<file path="src/rtl/uart_pkg.sv">
// Shared types and byte constants for the UART bus host and its TX serializer.
package uart_pkg;

  typedef enum logic [1:0] {S_IDLE, S_START, S_PROC, S_STOP} ser_state_e;

  typedef enum logic [2:0] {
    P_IDLE, P_ADDR, P_DATA, P_BUS_REQ, P_BUS_WAIT, P_RESP
  } parse_state_e;

  localparam logic [7:0] OP_WRITE = 8'h57;
  localparam logic [7:0] OP_READ  = 8'h52;
  localparam logic [7:0] RESP_ACK = 8'h4B;

endpackage

</file>
<file path="src/rtl/uart_byte_tx.sv">
// 8N1 byte serializer; ready rises in the last stop-bit cycle so queued bytes go out back-to-back.
module uart_byte_tx
  import uart_pkg::*;
#(
  parameter int ClocksPerBaud = 434
) (
  input  logic       clk_i,
  input  logic       rst_ni,
  input  logic [7:0] data_i,
  input  logic       valid_i,
  output logic       ready_o,
  output logic       tx_o
);

  localparam int CntW = (ClocksPerBaud > 1) ? $clog2(ClocksPerBaud) : 1;
  localparam logic [CntW-1:0] BaudLast = CntW'(ClocksPerBaud - 1);

  ser_state_e      r_state;
  logic [CntW-1:0] r_cnt;
  logic [2:0]      r_bit;
  logic [7:0]      r_shift;
  logic            r_tx;
  logic            w_bit_end;
  logic            w_load;

  assign w_bit_end = (r_cnt == BaudLast);
  assign ready_o   = (r_state == S_IDLE) || ((r_state == S_STOP) && w_bit_end);
  assign w_load    = valid_i && ready_o;
  assign tx_o      = r_tx;

  always_ff @(posedge clk_i or negedge rst_ni) begin
    if (!rst_ni) begin
      r_state <= S_IDLE;
      r_cnt   <= '0;
      r_bit   <= '0;
      r_shift <= '0;
      r_tx    <= 1'b1;
    end else if (w_load) begin
      r_state <= S_START;
      r_cnt   <= '0;
      r_bit   <= '0;
      r_shift <= data_i;
      r_tx    <= 1'b0;
    end else if (r_state != S_IDLE) begin
      r_cnt <= w_bit_end ? '0 : r_cnt + 1'b1;
      if (w_bit_end) begin
        case (r_state)
          S_START: begin
            r_state <= S_PROC;
            r_tx    <= r_shift[0];
          end
          S_PROC: begin
            r_bit   <= r_bit + 1'b1;
            r_shift <= {1'b0, r_shift[7:1]};
            if (r_bit == 3'd7) begin
              r_state <= S_STOP;
              r_tx    <= 1'b1;
            end else begin
              r_tx <= r_shift[1];
            end
          end
          default: r_state <= S_IDLE;
        endcase
      end
    end
  end

endmodule

</file>
<file path="src/rtl/uart_bus_host.sv">
// UART command bridge: parses W/R frames from the RX line, runs one bus access, answers on TX.
// Parser states:  P_IDLE wait opcode | P_ADDR 4 addr bytes | P_DATA 4 data bytes |
//                 P_BUS_REQ req held until gnt | P_BUS_WAIT wait rvalid | P_RESP feed reply bytes to TX
module uart_bus_host
  import uart_pkg::*;
#(
  parameter int ClockFrequency = 50_000_000,
  parameter int BaudRate       = 115_200,
  parameter int AddrWidth      = 32,
  parameter int DataWidth      = 32
) (
  input  logic                 clk_i,
  input  logic                 rst_ni,
  input  logic                 uart_rx_i,
  output logic                 uart_tx_o,
  output logic                 host_req_o,
  input  logic                 host_gnt_i,
  output logic [AddrWidth-1:0] host_addr_o,
  output logic                 host_we_o,
  output logic [3:0]           host_be_o,
  output logic [DataWidth-1:0] host_wdata_o,
  input  logic                 host_rvalid_i,
  input  logic [DataWidth-1:0] host_rdata_i,
  output logic                 busy_o,
  output logic                 frame_err_o
);

  localparam int ClocksPerBaud = ClockFrequency / BaudRate;
  localparam int CntW = (ClocksPerBaud > 1) ? $clog2(ClocksPerBaud) : 1;
  localparam logic [CntW-1:0] BaudLast = CntW'(ClocksPerBaud - 1);
  localparam logic [CntW-1:0] BaudHalf = CntW'(ClocksPerBaud / 2);

  logic [2:0]      r_rx_sync;
  logic            r_rx_prev;
  ser_state_e      r_rx_state;
  logic [CntW-1:0] r_rx_cnt;
  logic [2:0]      r_rx_bit;
  logic [7:0]      r_rx_shift;
  logic            r_byte_valid;
  logic            r_frame_err;
  logic            w_rx;

  parse_state_e         r_state;
  logic [1:0]           r_byte_cnt;
  logic [DataWidth-1:0] r_rdata;
  logic                 w_tx_valid;
  logic                 w_tx_ready;
  logic [7:0]           w_tx_data;

  assign w_rx        = r_rx_sync[2];
  assign host_be_o   = 4'hF;
  assign busy_o      = (r_state != P_IDLE);
  assign frame_err_o = r_frame_err;
  assign w_tx_valid  = (r_state == P_RESP);
  assign w_tx_data   = host_we_o ? RESP_ACK : r_rdata[{r_byte_cnt, 3'b000} +: 8];

  // Down-counter reloads every bit; the half-bit preload centres all samples.
  always_ff @(posedge clk_i or negedge rst_ni) begin
    if (!rst_ni) begin
      r_rx_sync    <= 3'b111;
      r_rx_prev    <= 1'b1;
      r_rx_state   <= S_IDLE;
      r_rx_cnt     <= '0;
      r_rx_bit     <= '0;
      r_rx_shift   <= '0;
      r_byte_valid <= 1'b0;
      r_frame_err  <= 1'b0;
    end else begin
      r_rx_sync    <= {r_rx_sync[1:0], uart_rx_i};
      r_rx_prev    <= w_rx;
      r_byte_valid <= 1'b0;
      r_frame_err  <= 1'b0;
      if (r_rx_state != S_IDLE) r_rx_cnt <= (r_rx_cnt == '0) ? BaudLast : r_rx_cnt - 1'b1;
      case (r_rx_state)
        S_IDLE: if (r_rx_prev && !w_rx) begin
          r_rx_state <= S_START;
          r_rx_cnt   <= BaudHalf;
        end
        S_START: if (r_rx_cnt == '0) begin
          r_rx_bit   <= '0;
          r_rx_state <= w_rx ? S_IDLE : S_PROC;
        end
        S_PROC: if (r_rx_cnt == '0) begin
          r_rx_shift <= {w_rx, r_rx_shift[7:1]};
          r_rx_bit   <= r_rx_bit + 1'b1;
          if (r_rx_bit == 3'd7) r_rx_state <= S_STOP;
        end
        default: if (r_rx_cnt == '0) begin
          r_byte_valid <= w_rx;
          r_frame_err  <= !w_rx;
          r_rx_state   <= S_IDLE;
        end
      endcase
    end
  end

  // A framing error only aborts command collection; a bus access already in flight completes.
  always_ff @(posedge clk_i or negedge rst_ni) begin
    if (!rst_ni) begin
      r_state      <= P_IDLE;
      r_byte_cnt   <= '0;
      r_rdata      <= '0;
      host_req_o   <= 1'b0;
      host_we_o    <= 1'b0;
      host_addr_o  <= '0;
      host_wdata_o <= '0;
    end else if (r_frame_err && (r_state inside {P_IDLE, P_ADDR, P_DATA})) begin
      r_state    <= P_IDLE;
      r_byte_cnt <= '0;
    end else begin
      case (r_state)
        P_IDLE: if (r_byte_valid && (r_rx_shift == OP_WRITE || r_rx_shift == OP_READ)) begin
          host_we_o  <= (r_rx_shift == OP_WRITE);
          r_byte_cnt <= '0;
          r_state    <= P_ADDR;
        end
        P_ADDR: if (r_byte_valid) begin
          host_addr_o[{r_byte_cnt, 3'b000} +: 8] <= r_rx_shift;
          r_byte_cnt <= r_byte_cnt + 1'b1;
          if (r_byte_cnt == 2'd3) begin
            r_state    <= host_we_o ? P_DATA : P_BUS_REQ;
            host_req_o <= !host_we_o;
          end
        end
        P_DATA: if (r_byte_valid) begin
          host_wdata_o[{r_byte_cnt, 3'b000} +: 8] <= r_rx_shift;
          r_byte_cnt <= r_byte_cnt + 1'b1;
          if (r_byte_cnt == 2'd3) begin
            r_state    <= P_BUS_REQ;
            host_req_o <= 1'b1;
          end
        end
        P_BUS_REQ: if (host_gnt_i) begin
          host_req_o <= 1'b0;
          r_state    <= P_BUS_WAIT;
        end
        P_BUS_WAIT: if (host_rvalid_i) begin
          r_rdata    <= host_rdata_i;
          r_byte_cnt <= '0;
          r_state    <= P_RESP;
        end
        P_RESP: if (w_tx_ready) begin
          r_byte_cnt <= r_byte_cnt + 1'b1;
          if (host_we_o || r_byte_cnt == 2'd3) r_state <= P_IDLE;
        end
        default: r_state <= P_IDLE;
      endcase
    end
  end

  uart_byte_tx #(
    .ClocksPerBaud(ClocksPerBaud)
  ) u_tx (
    .clk_i  (clk_i),
    .rst_ni (rst_ni),
    .data_i (w_tx_data),
    .valid_i(w_tx_valid),
    .ready_o(w_tx_ready),
    .tx_o   (uart_tx_o)
  );

endmodule

</file>
<file path="config.mk">
export PLATFORM = sky130hd
export DESIGN_NAME = uart_bus_host
export DESIGN_NICKNAME = d
export VERILOG_FILES = /design/src/rtl/uart_pkg.sv /design/src/rtl/uart_byte_tx.sv /design/src/rtl/uart_bus_host.sv
export SDC_FILE = /design/constraint.sdc
export NUM_CORES = 1
export LEC_CHECK = 0
export CORE_MARGIN = 3
export CORE_UTILIZATION = 50
export DETAILED_ROUTE_END_ITERATION = 16
export PLACE_DENSITY = 0.79
export RECOVER_POWER = 100
export SLEW_MARGIN = 20
export SYNTH_ARGS = -nofsm -noshare
export SYNTH_HDL_FRONTEND = slang
export SYNTH_SLANG_ARGS = --single-unit
</file>
<file path="constraint.sdc">
create_clock -name clk_i -period 5.05 [get_ports clk_i]
set_input_delay 1.01 -clock clk_i [delete_from_list [all_inputs] [get_ports clk_i]]
set_output_delay 1.01 -clock clk_i [all_outputs]
set_load 0.02 [all_outputs]
</file>
Word-level counts from Yosys, hierarchy flattened
Index checks and enable logic that the tools add are counted.

Bits in registers: 154. Bits of input ports: 37. Logic and storage cells: 173. Output and inout bits: 73.

Reduce and logical (&&, ||, !) cells: 41. Mux-type cells: 66. Bitwise logic cells: 1. Add/sub/neg operators: 6. Equality and inequality tests: 36. Shift operators: 3.

Operators with widths (count): $bwmux 32 (2); $mux 9 (7); $mux 3 (16); $mux 8 (5); $shift 8x7->32 const A (1); $shiftx 32x6->8 (1); $shiftx 8x7->32 (1); $mux 2 (15); $reduce_and 3->1 (8); $pmux 3 s6 (1); $eq 8x7->1 const B (2); $ne 3x1->1 const B (5); $mux 1 (14); $ne 2x2->1 const B (7); $reduce_bool 2->1 (7); $eq 3x3->1 const B (4); $ne 3x3->1 const B (4); $reduce_bool 3->1 (4); $reduce_and 5->1 (2); $add 9x1->9 const B (1); $eq 9x9->1 const B (1); $logic_not 9->1 (1); $reduce_and 9->1 (1); $sub 9x1->9 const B (1); 26 further kinds (42).

Longest topological paths before layout
Depth in word-level cells: 6. Depth in mapped cells: 8. Gate-level depth less buffers: 7.

Modules after synthesis
Synthesis repeated with hierarchy kept, for this count alone.

Cell total of the unflattened synthesis: 625. Area total of the unflattened synthesis: 7151.9 um2.

Modules (own cells, without submodules): uart_bus_host (area each 5820.6 um2, instances 1, cells an instance 506, seq. area each 3283.1 um2); uart_byte_tx (area each 1331.3 um2, instances 1, cells an instance 119, seq. area each 576.8 um2).

Worst setup path before layout
OpenSTA, ideal clock, no wires.

Path type: register to register. From: register r_rx_cnt[0]. To: register r_rx_shift[1]. Required time: 4.925 ns. Clock period less this slack: 2.259 ns. Setup time: 0.125 ns. Arrival time: 2.134 ns. Buffers on the path: 0. Cell stages (with the launch flop): 7. Slack: 2.791 ns. Cell sequence: dfrtp_1 -> inv_1 -> ha_1 -> or3b_2 -> or3_4 -> nor3b_4 -> mux2_2.

Word-level cells in the longest chain between the ends: 2.

RTL lines: from (decl) (RTL line uart_bus_host.sv:36) `logic [CntW-1:0] r_rx_cnt;`; from (signal assigned) (RTL line uart_bus_host.sv:73) `if (r_rx_state != S_IDLE) r_rx_cnt <= (r_rx_cnt == '0) ? BaudLast : r_rx_cnt - 1'b1;`; from (signal assigned) (RTL line uart_bus_host.sv:77) `r_rx_cnt <= BaudHalf;`; $logic_not 9->1 (RTL line uart_bus_host.sv:83) `S_PROC: if (r_rx_cnt == '0) begin`; $reduce_and 2->1 (no source line); to (signal assigned) (RTL line uart_bus_host.sv:84) `r_rx_shift <= {w_rx, r_rx_shift[7:1]};`; to (decl) (RTL line uart_bus_host.sv:38) `logic [7:0] r_rx_shift;`.

No other way between the ends. A chain may end at the register's enable or synchronous reset.

==> results.cfg <==
[setup_path]
crit_arrival_ps = 3320
crit_fanout = 70
critPathLaunchType = input pin
cp-startpoint = rst_ni
rr_startpoint = r_byte_cnt[0]
cp.required_ps = 5070
path_class = input pin to async pin
cp_num_cells = 2
critPathBufInv = 2
max_stage_delay_ps = 1790
endpoint_kind = async pin
cpMaxStageDelayCell = clkbuf_1
r2r_cells = 5
critical_path.top_delay_family = buffers and inverters
cp_cell_sequence = buf_6 -> clkbuf_1

[drt]
drtPass1Iterations = 5
ant_nets = 0
wl_per_cell_um = 17.95
drtIter0Drc = 499
drc_errors = 0
vias = 5103
wirelength_mm = 16.08
vias_per_cell = 5.695

[hold_path]
min_path_type = flop to flop
hp-start = r_rx_sync[0]
min_path_cells = 0

[placed_design]
io_buffers = 105
gp_congestion = 0.8209
dp_cells = 864
dp_hpwl_mm = 11.10

[floorplan]
die-area_sq_um = 15250
die_w_um = 123.5
io_pins = 110
fp.coreArea_sq_um = 13350
row_count = 42
die_h_um = 123.5
start_util_pct = 51.72

[sta]
period_minus_slack_ps = 3302
hold_violations = 0
fin_crit_sh_pct = 65.39
fmax_mhz = 302.8
timing.setup.tns_ps = 0
slew_violations = 122
setup_viol_count_final = 0
rsz0062_at_grt = false
slew_headroom_pct = -61.87
finalClockSkew_ps = 8.442
tightest_slew_ps = 2428

[synthesis]
netlist_instances = 608
synth-main-ff-cell = dfrtp_1
yosysTopAreaCell = dfrtp_1
avgSynthCellArea_sq_um = 11.36
synthArstFlopShare_pct = 100.0
ys_seq_area_share_pct = 55.91
synth_cell_types = 56
ys_ff_latch = 154
synth-edff-count = 0
synth_area_sq_um = 6904
synth_top_cell_area_share_pct = 54.01
synthTopCellsByArea = dfrtp_1 (54%), mux2_2 (8.6%), o21ai_0 (5.2%), nand2_1 (4.9%), mux4_2 (2.6%)
yosys_warnings = 0

[global_routing]
grt.total_usage_pct = 22.06
grt_overflow = 0
antenna_found_initial = 0
grt_pass1_wl_mm = 25.85
grt_max_degree = 71
grt_pass1_vias = 5183

[layout]
drive_above_1_share_pct = 14.17
fin_nets = 758
area_growth_pct = 26.10
instances_no_fill = 896
num-fill-cells = 1009
seqCellArea_sq_um = 3860
multi_input_area_sq_um = 2850
antenna_cells = 0

[power_and_ir_drop]
p_sw_mw = 1.131
seq_power_share_pct = 42.5
max-vdd-ir-drop_mv = 0.2673
power_density_nw_per_um2 = 442.9
switching_share_pct = 29.33
combPwrFrac_pct = 21.3
intPower_mw = 2.725
power_frac_clock_pct = 36.2
p_leak_nw = 4.074

[cts]
post_cts_buffers = 0
cts_made_buffers = 17
cts_resized = 0
cts_num_sinks = 154
cts_htree_levels = 4
root_buffer = clkbuf_16
cts_buffer_depth = 2
cts_hold_buf = 0
cts_tree = yes
cts.clk_slew.worst_paths_ps = 60
clock_latency_ps = 430

[outcome]
violations = max-capacitance violations, max-slew violations
status = finished with violations

[run]
drv_cap = 3
[power groups by stage]
stage / sequential, mW / clock [mW] / combinational (mW)
after floorplan: 1.55 / 0 / 0.658
after global placement: 1.63 / 0 / 0.775
after detailed placement: 1.65 / 0 / 0.815
after CTS: 1.64 / 1.41 / 0.828
after global routing: 1.67 / 1.47 / 0.916
final: 1.64 / 1.40 / 0.822
[sequential cells by signal, summed over array words and instances (netlist names), 2 cells and up]
name / flops
r_rx_state: 2
r_rx_bit: 3
r_rx_cnt: 9
u_tx.r_cnt: 9
r_byte_cnt: 2
host_wdata_o: 32
u_tx.r_state: 2
r_rdata: 32
r_rx_sync: 3
r_state: 3
u_tx.r_shift: 8
host_addr_o: 32
r_rx_shift: 8
u_tx.r_bit: 3
[placed cells by master, fill, tap and decap left out, types with 4 or more instances in the layout]
cell type,n
a21o_1,4
a21oi_1,8
a22o_1,20
and2_0,7
and3_1,8
bufinv_16,5
clkbuf_1,7
clkbuf_16,17
clkdlybuf4s50_1,33
conb_1,4
dfrtp_1,149
dfstp_2,4
dlygate4sd3_1,71
ha_1,14
inv_1,13
mux2_2,52
mux2i_1,13
mux4_2,8
nand2_1,90
nand2b_1,4
nand3_1,12
nor2_1,18
nor2b_1,6
nor3_1,11
nor3b_1,5
o21ai_0,72
o31ai_1,6
or3_1,4
[cell usage after synthesis (2+ instances only)]
library cell,n
xor2_1,2
dfstp_2,5
and3_1,8
nor3_1,11
o31ai_1,6
nor2b_1,6
ha_1,14
a31oi_1,3
mux2_2,53
or3_1,3
nor3b_1,4
nand3_1,12
nor4_1,3
nand2_1,90
clkbuf_1,27
o21ai_0,72
mux4_2,8
nor4bb_1,3
a21oi_1,8
a22o_1,20
a32o_1,2
nor4b_1,2
nand2b_1,4
inv_1,13
a21o_1,4
or3b_2,2
nand4b_1,2
xnor2_1,3
nor2_1,18
buf_4,4
and2_1,9
dfrtp_1,149
mux2i_1,13
a311oi_1,2
nand3b_1,2
[final timing paths]
path / endpoint / slack, ps
max: r_rdata[0] / 1750
min: r_rx_sync[1] / 350
max reg2reg: host_wdata_o[13] / 2050
min reg2reg: r_rx_sync[1] / 350
max in group clk_i: r_rdata[11] / 1910
min in group asynchronous: host_addr_o[14] / 580
[logic make-up (layout without fill, tap and decap cells)]
group	after synthesis	after routing	share of synthesized area [%]
buffers and inverters	46	155	2.736
muxes	74	74	13.14
DFF	154	154	55.91
other	1	4	0.05432
AOI/OAI and AO/OA	127	127	11.45
adders and majority gates	14	14	2.537
xor gates and xnor gates	5	5	0.6344
and+or+nand+nor	187	187	13.54
[final cells by class]
class / instances / share of cell area (%)
clock buffers: 22 / 5.332
clock inverters: 10 / 2.156
inverters: 13 / 0.5605
multi-input cells: 411 / 32.74
flip-flops and latches: 154 / 44.34
well taps: 176 / 2.529
repair buffers: 110 / 12.35
[metrics by stage]
stage	power (mW)	instance area (sq um)	util (%)	hold slack [ps]	worst slack (ps)
after floorplan	2.210	6915	-	345.2	2791
after global placement	2.409	8085	60.57	346.2	2245
after detailed placement	2.466	8085	60.57	346.9	2076
after CTS	3.877	8737	65.46	354.3	1959
after global routing	4.050	8706	65.22	363.7	1183
final	3.855	8706	65.22	354.5	1748
[layer usage]
layer,vias to the layer above,routed length (um),GRT usage (%)
met5,-,0,0
met2,146,8461,38.43
met3,29,882,4.941
met4,0,297,7.612
met1,2566,6438,27.09
li1,2362,-,-
(Power assumes the default switching activity.)
